## src/rtl/regfile_sb_pkg.sv

```systemverilog
// Shared widths and constants for the register file / scoreboard.
// REGFILE_BYPASS_EN (optional) turns on write-back to read forwarding.
package regfile_sb_pkg;

    localparam int DATA_W  = 32;
    localparam int ADDR_W  = 5;
    localparam int REG_NUM = 32;
    localparam int PEND_W  = 2;

    localparam logic [DATA_W-1:0] ZeroWord   = '0;
    localparam logic [ADDR_W-1:0] NOPRegAddr = '0;
    localparam logic              Enable     = 1'b1;
    localparam logic              Disable    = 1'b0;

    // REGFILE_BYPASS_EN is consumed in regfile_sb.sv; leave undefined
    // for a plain register file with no same-cycle forwarding.

endpackage

```

## src/rtl/regfile_pend_cnt.sv

```systemverilog
// One per-register pending-write counter, up/down, saturating.
// Ports: clk, rst (async active-low), inc, dec, cnt.
module regfile_pend_cnt
    import regfile_sb_pkg::*;
#(
    parameter int W = PEND_W
) (
    input  logic         clk,
    input  logic         rst,
    input  logic         inc,
    input  logic         dec,
    output logic [W-1:0] cnt
);

    always_ff @(posedge clk or negedge rst) begin
        if (!rst) begin
            cnt <= '0;
        end else if (inc && !dec && cnt != '1) begin
            cnt <= cnt + 1'b1;
        end else if (dec && !inc && cnt != '0) begin
            cnt <= cnt - 1'b1;
        end
    end

`ifndef SYNTHESIS
    // Retiring a write nobody issued means decode and WB disagree.
    always_ff @(posedge clk) begin
        if (rst && dec && !inc) begin
            assert (cnt != '0);
        end
    end
`endif

endmodule

```

## src/rtl/regfile_sb.sv

```systemverilog
// Register file with pending-write scoreboard and decode stall request.
// Ports: clk, rst (async active-low), re1/raddr1/rdata1, re2/raddr2/rdata2,
//   issue_we/issue_waddr (decode issue), we/waddr/wdata (write-back),
//   stallreq. Optional macro REGFILE_BYPASS_EN forwards wdata to reads.
module regfile_sb
    import regfile_sb_pkg::*;
#(
    parameter int DATA_W  = regfile_sb_pkg::DATA_W,
    parameter int ADDR_W  = regfile_sb_pkg::ADDR_W,
    parameter int REG_NUM = regfile_sb_pkg::REG_NUM,
    parameter int PEND_W  = regfile_sb_pkg::PEND_W
) (
    input  logic              clk,
    input  logic              rst,
    input  logic              re1,
    input  logic [ADDR_W-1:0] raddr1,
    output logic [DATA_W-1:0] rdata1,
    input  logic              re2,
    input  logic [ADDR_W-1:0] raddr2,
    output logic [DATA_W-1:0] rdata2,
    input  logic              issue_we,
    input  logic [ADDR_W-1:0] issue_waddr,
    input  logic              we,
    input  logic [ADDR_W-1:0] waddr,
    input  logic [DATA_W-1:0] wdata,
    output logic              stallreq
);

    localparam logic [PEND_W-1:0] PendMax = '1;
    localparam logic [PEND_W-1:0] PendOne = PEND_W'(1);
    localparam logic [ADDR_W-1:0] Zero    = '0;

    logic [DATA_W-1:0]              regs [REG_NUM];
    logic [REG_NUM-1:0][PEND_W-1:0] pend;

    logic haz1, haz2, ovf;
    logic byp1, byp2;

    always_ff @(posedge clk or negedge rst) begin
        if (!rst) begin
            for (int i = 0; i < REG_NUM; i++) begin
                regs[i] <= '0;
            end
        end else if (we == Enable && waddr != Zero) begin
            regs[waddr] <= wdata;
        end
    end

    assign pend[0] = '0;

    for (genvar r = 1; r < REG_NUM; r++) begin : g_cnt
        regfile_pend_cnt #(.W(PEND_W)) u_cnt (
            .clk (clk),
            .rst (rst),
            .inc (issue_we && issue_waddr == ADDR_W'(r) && !stallreq),
            .dec (we && waddr == ADDR_W'(r)),
            .cnt (pend[r])
        );
    end

`ifdef REGFILE_BYPASS_EN
    assign byp1 = we && waddr == raddr1 && waddr != Zero;
    assign byp2 = we && waddr == raddr2 && waddr != Zero;
`else
    assign byp1 = Disable;
    assign byp2 = Disable;
`endif

    always_comb begin
        rdata1 = '0;
        rdata2 = '0;
        if (rst && re1 && raddr1 != Zero) begin
            rdata1 = byp1 ? wdata : regs[raddr1];
        end
        if (rst && re2 && raddr2 != Zero) begin
            rdata2 = byp2 ? wdata : regs[raddr2];
        end
    end

    // A read is safe once the only outstanding write is retiring now
    // and its data is being forwarded.
    always_comb begin
        haz1 = re1 && raddr1 != Zero && pend[raddr1] != '0
            && !(byp1 && pend[raddr1] == PendOne);
        haz2 = re2 && raddr2 != Zero && pend[raddr2] != '0
            && !(byp2 && pend[raddr2] == PendOne);
        ovf  = issue_we && issue_waddr != Zero
            && pend[issue_waddr] == PendMax;
    end

    assign stallreq = rst && (haz1 || haz2 || ovf);

endmodule

```

## config.mk

```make
export PLATFORM = sky130hd
export DESIGN_NAME = regfile_sb
export DESIGN_NICKNAME = d
export VERILOG_FILES = /design/src/rtl/regfile_sb_pkg.sv /design/src/rtl/regfile_pend_cnt.sv /design/src/rtl/regfile_sb.sv
export SDC_FILE = /design/constraint.sdc
export NUM_CORES = 2
export LEC_CHECK = 0
export ABC_AREA = 1
export ABC_CLOCK_PERIOD_IN_PS = 4900
export BUFFER_PORTS_ARGS = -buffer_cell sky130_fd_sc_hd__buf_2
export CORE_MARGIN = 1.5
export CORE_UTILIZATION = 30
export CTS_CLUSTER_SIZE = 24
export DETAILED_ROUTE_END_ITERATION = 8
export PLACE_DENSITY = 0.56
export SLEW_MARGIN = 25
export SYNTH_ARGS = -nofsm -noshare
export SYNTH_HDL_FRONTEND = slang
export SYNTH_SLANG_ARGS = --single-unit
```

## constraint.sdc

```tcl
create_clock -name clk -period 4.9 [get_ports clk]
set_input_delay 0.98 -clock clk [delete_from_list [all_inputs] [get_ports clk]]
set_output_delay 0.98 -clock clk [all_outputs]
set_load 0.01 [all_outputs]
```

**Word-level counts from Yosys, hierarchy flattened**

Index checks and enable logic that the tools add are counted.

- Register bits: 1086
- Word-level logic and storage cells: 671

- Multiplexer cells: 79
- Order comparisons: 7
- Reductions and logical operators: 363
- Bitwise gates (word level): 3
- $add $sub $neg: 62
- Equal/unequal tests: 94

Operator list:

| operator | count |
|---|---|
| bitwise mux 1024 bit | 1 |
| binary-select mux 32 bit (select 5 bit) | 2 |
| logical AND 1 bit | 230 |
| 2-to-1 mux 32 bit | 7 |
| demux 32 bit (select 5 bit) | 1 |
| == test 5 bit (second input constant) | 32 |
| 2-to-1 mux 2 bit | 65 |
| nonzero test 2 bit | 64 |
| == test 5 x 4 -> 1 bit (second input constant) | 16 |
| zero test 1 bit | 63 |
| adder 2 x 1 -> 2 bit (second input constant) | 31 |
| != test 2 bit (second input constant) | 31 |
| subtractor 2 x 1 -> 2 bit (second input constant) | 31 |
| == test 5 x 3 -> 1 bit (second input constant) | 8 |
| binary-select mux 2 bit (select 5 bit) | 3 |
| == test 5 x 2 -> 1 bit (second input constant) | 4 |
| nonzero test 5 bit | 4 |
| greater-or-equal comparator 6 bit (second input constant) | 3 |
| < comparator 5 x 6 -> 1 bit (second input constant) | 3 |
| NOT 5 -> 6 bit | 3 |
| == test 5 x 1 -> 1 bit (second input constant) | 2 |
| < comparator 6 x 1 -> 1 bit (second input constant) | 1 |
| == test 2 bit (second input constant) | 1 |
| logical OR 1 bit | 2 |

**Depth between registers and ports, before layout**

- Depth after elaboration: 14
- Mapped depth: 20
- Gate-level depth less buffers: 18

**By module**

Synthesis repeated with hierarchy kept, for this count alone.

- Cells, all modules: 7569
- Area total of the unflattened synthesis: 57726.6 um^2

By module, submodules not included:

| module | times used | cells an instance | area each (um^2) |
|---|---|---|---|
| regfile_sb | 1 | 6918 | 53847.9 |
| regfile_pend_cnt | 31 | 21 | 125.1 |

**Worst setup path after synthesis**

Ideal clock, no wire load.

- Kind: in2out
- Start: in raddr2[0]
- End: out rdata2[7]
- Slack: 1.237 ns
- Path buffers: 5
- Arrival time: 2.683 ns
- Stages: 9
- Cell sequence: buf_2 buf_2 buf_2 buf_2 buf_1 o21ai_0 o211ai_1 nand3_1 a311oi_1

- Cells in the longest elaborated chain, start to end: 5
- Elaborated cells between the ends (all ways): 7
- Those cells by class: mux: 4; bitwise: 1; reduce/logical: 2

RTL lines:

| what | RTL line | source |
|---|---|---|
| start, declared | regfile_sb.sv:19 | `input logic [ADDR_W-1:0] raddr2,` |
| NOT 5 -> 6 bit (implied by the code) | regfile_sb.sv:76 | `rdata2 = byp2 ? wdata : regs[raddr2];` |
| binary-select mux 32 bit (select 5 bit) | regfile_sb.sv:76 |  |
| 2-to-1 mux 32 bit (implied by the code) (2 in series) | regfile_sb.sv:76 |  |
| 2-to-1 mux 32 bit * | regfile_sb.sv:75 | `if (rst && re2 && raddr2 != Zero) begin` |
| end, declared | regfile_sb.sv:20 | `output logic [DATA_W-1:0] rdata2,` |

Every way passes the cells marked *; elsewhere a longest branch is shown, timed or not. The select of a mux whose other input is x is not followed.

**Worst setup path after layout**

- Start: in raddr2[0]
- End: out rdata2[5]

Same word-level chain as after synthesis.

==> flow_metrics.tcl <==
set metrics [dict create \
    p_sw_uw 9050 \
    cp_slowest_stage_delay_ns 0.64 \
    sw_frac_of_total_pct 33.2 \
    p_comb_share_pct 20.5 \
    cts_buffers 120 \
    hpwlAfterDp_mm 157 \
    drt.antenna.violating_nets 0 \
    finalCritPeriodShare_pct 94.3 \
    wl_met3_mm 31.0 \
    cts_buffer_depth 3 \
    gp_congestion 0.902 \
    die_area_um2 201000 \
    seq_area_um2 27200 \
    pwr-share-seq_pct 44.1 \
    cts-root-buf "clkbuf_16" \
    layout-drive-gt1-share_pct 7.72 \
    drc 0 \
    p_int_uw 18200 \
    antenna_found_initial 33 \
    drt-met1-wl_mm 111 \
    cts_resized 0 \
    grtUsageTotal_pct 26.8 \
    synthesis.area_um2 59400 \
    cp_max_fo 72 \
    core_area_um2 197000 \
    cp_slowest_cell "buf_4" \
    power.total_uw 27200 \
    tritoncts "done" \
    overflow 0 \
    synth.top_cell.area_share_pct 45.7 \
    boundaryPins 123 \
    nFillCells 20800 \
    max_slew_margin_pct 24.6 \
    tightest_slew_ns 1.13 \
    multi_input_area_um2 26900 \
    synth_fp_nets 8049 \
    hold_viol_final 0 \
    top_layer "met5" \
    drv_slew 0 \
    critPathLaunch "raddr2[0]" \
    rsz0062_at_grt "false" \
    grt_pass1_vias 56200 \
    whs_ns 0.0552 \
    post-place-cells 10200 \
    first_pass_iters 8 \
    yosys-top-cells-area "dfrtp_1 46%, o21ai_0 15%, nand2_1 11%" \
    rrSetupSlack_ns 1.78 \
    crit_required_ns 3.92 \
    row_count 163 \
    vias_per_cell 5.83 \
    drtIter0Drc 9203 \
    path_clk_slew_ns 0.06 \
    ys_seq_elements 1086 \
    ctsHoldBuffers 0 \
    cts_num_sinks 1086 \
    critPathKind "input port to primary output" \
    dr_total_vias 60900 \
    crit_buf_inv 5 \
    start_util_pct 30.2 \
    cts_max_level 3 \
    die_width_um 448 \
    crit_path_end_kind "primary output" \
    synth_top_area_cell "dfrtp_1" \
    max_freq_mhz 217 \
    fin_setup_tns_ns 0 \
    grt_max_degree 176 \
    layout_min_cycle_time_ns 4.62 \
    netlist_instances 7991 \
    start_kind "input port" \
    routed_wirelength_mm 275 \
    nNetsFinal 7752 \
    portBuffers 122 \
    cp_cell_sequence "buf_8 > buf_4 > buf_4 > o21ai_0 > a21oi_1 > o221ai_1 > a31oi_1 > buf_4 > buf_2" \
    finClkSkew_ns 0.0329 \
    min_path_type "input port to async pin" \
    power.density_nw_per_um2 405 \
    instances_no_fill 10500 \
    pwr-share-clk_pct 35.4 \
    r2r.worst_path.cells 17 \
    synth_cell_types 33 \
    setup_viol 0 \
    grt_pass1_wl_mm 399 \
    wl_met2_mm 118 \
    cellLeakagePower_uw 0.0292 \
    syn_area_per_cell_um2 7.43 \
    cp_common_cell "buf_4" \
    peakVddDrop_uv 282 \
    worst_ep_arrival_time_ns 3.64 \
    cap_viol_max_count 0 \
    reg2reg_from "g_cnt[14].u_cnt.cnt[1]" \
    yosys_warnings 0 \
    cts_setup_buffers 0 \
    dieHeight_um 448 \
    status "finished clean" \
    crit_family "buffers and inverters" \
    ys_seq_area_share_pct 45.7 \
    wl_per_cell_um 26.4 \
    syn2layout_area_growth_pct 13.3 \
    r2r_end "g_cnt[10].u_cnt.cnt[0]" \
    clk_latency_ns 0.77 \
]
-- kinds of logic (layout without fill, tap and decap cells) --
family | count (synthesis) | count (layout) | share of synthesized area, %
AO/OA/AOI/OAI | 3019 | 3019 | 28.6
buffers and inverters | 1430 | 1234 | 9.23
flip-flops | 1086 | 1086 | 45.7
other | 0 | 17 | 0
AND/OR/NAND/NOR | 2456 | 2456 | 16.5
-- registers in the layout (all words and copies together) (netlist names) --
signal and cells:
regs 1024, g_cnt.u_cnt.cnt 62
-- power groups by stage --
stage	Clock (uW)	Combinational, uW	Sequential (uW)
4_1_cts	9740	5480	12000
5_1_grt	10100	6260	12200
6_report	9650	5570	12000
2_1_floorplan	0	3700	11800
3_3_place_gp	0	5350	12100
3_5_place_dp	0	5470	12100
-- area by class of cell --
cell class                 count  area share (%)
sequential                  1086            40.4
antenna                       17          0.0632
inverter                     658            3.74
multi-input combinational   5475            40.0
tap                         2640            4.91
clock inverter                41           0.822
timing repair buffer         353            4.79
clock buffer                 182            5.31
-- metal layers --
metal	global-route usage, %	up-vias
li1	-	26600
met2	39.7	4087
met4	14.0	4
met1	36.5	29500
met3	5.82	722
met5	0	-
-- worst max path at each step --
stage / endpoint / slack (ns) / depth (start not counted)
2_1_floorplan: rdata2[7] / 1.24 / 9
4_1_cts: rdata2[11] / 0.29 / 9
5_1_grt: rdata2[11] / 0.21 / 9
3_3_place_gp: rdata2[11] / 0.30 / 9
3_5_place_dp: rdata2[11] / 0.29 / 9
6_report: rdata2[5] / 0.28 / 9
-- Yosys cell counts --
cell          n
and2_1        1
nor2_2        1
o21ai_1       5
nand4_1      31
buf_4         5
clkbuf_1    607
a31oi_1      55
clkinv_1      8
inv_2         5
dfrtp_1    1086
nand2_1    1732
inv_1       645
a221oi_1     59
buf_2        71
a211oi_1      1
nor2_1      334
o311ai_0      6
o221ai_1    204
o2111ai_1    17
a311oi_1     24
a22oi_1      30
a21oi_1     578
nand3b_1     12
buf_6         1
o22ai_1       9
buf_1        88
o211ai_1    210
nand3_1     336
nor3b_1       1
nand2_2       2
nor3_1        6
o21ai_0    1818
o31ai_1       3
-- cell usage in the layout, fill, tap and decap left out, drive strengths merged --
cell,synthesis,layout
o21ai,1823,1823
nand2,1734,1734
dfrtp,1086,1086
inv,650,642
a21oi,578,578
buf,165,352
nand3,336,336
nor2,335,335
o211ai,210,210
o221ai,204,204
clkbuf,607,183
a221oi,59,59
a31oi,55,55
clkinv,8,46
nand4,31,31
a22oi,30,30
a311oi,24,24
diode,0,17
o2111ai,17,17
nand3b,12,12
bufinv,0,10
o22ai,9,9
nor3,6,6
o311ai,6,6
o31ai,3,3
and2,1,1
a211oi,1,1
nor3b,1,1
clkinvlp,0,1
-- through the flow --
| stage | setup slack, ns | area (um^2) | utilization (%) |
|---|---|---|---|
| detailed placement | 0.292 | 63100 | 32.0 |
| CTS | 0.294 | 67200 | 34.1 |
| finish | 0.281 | 67300 | 34.2 |
| global placement | 0.298 | 63100 | 32.0 |
| floorplan | 1.24 | 59400 | - |
| global route | 0.213 | 67300 | 34.2 |
(Power assumes the default switching activity.)
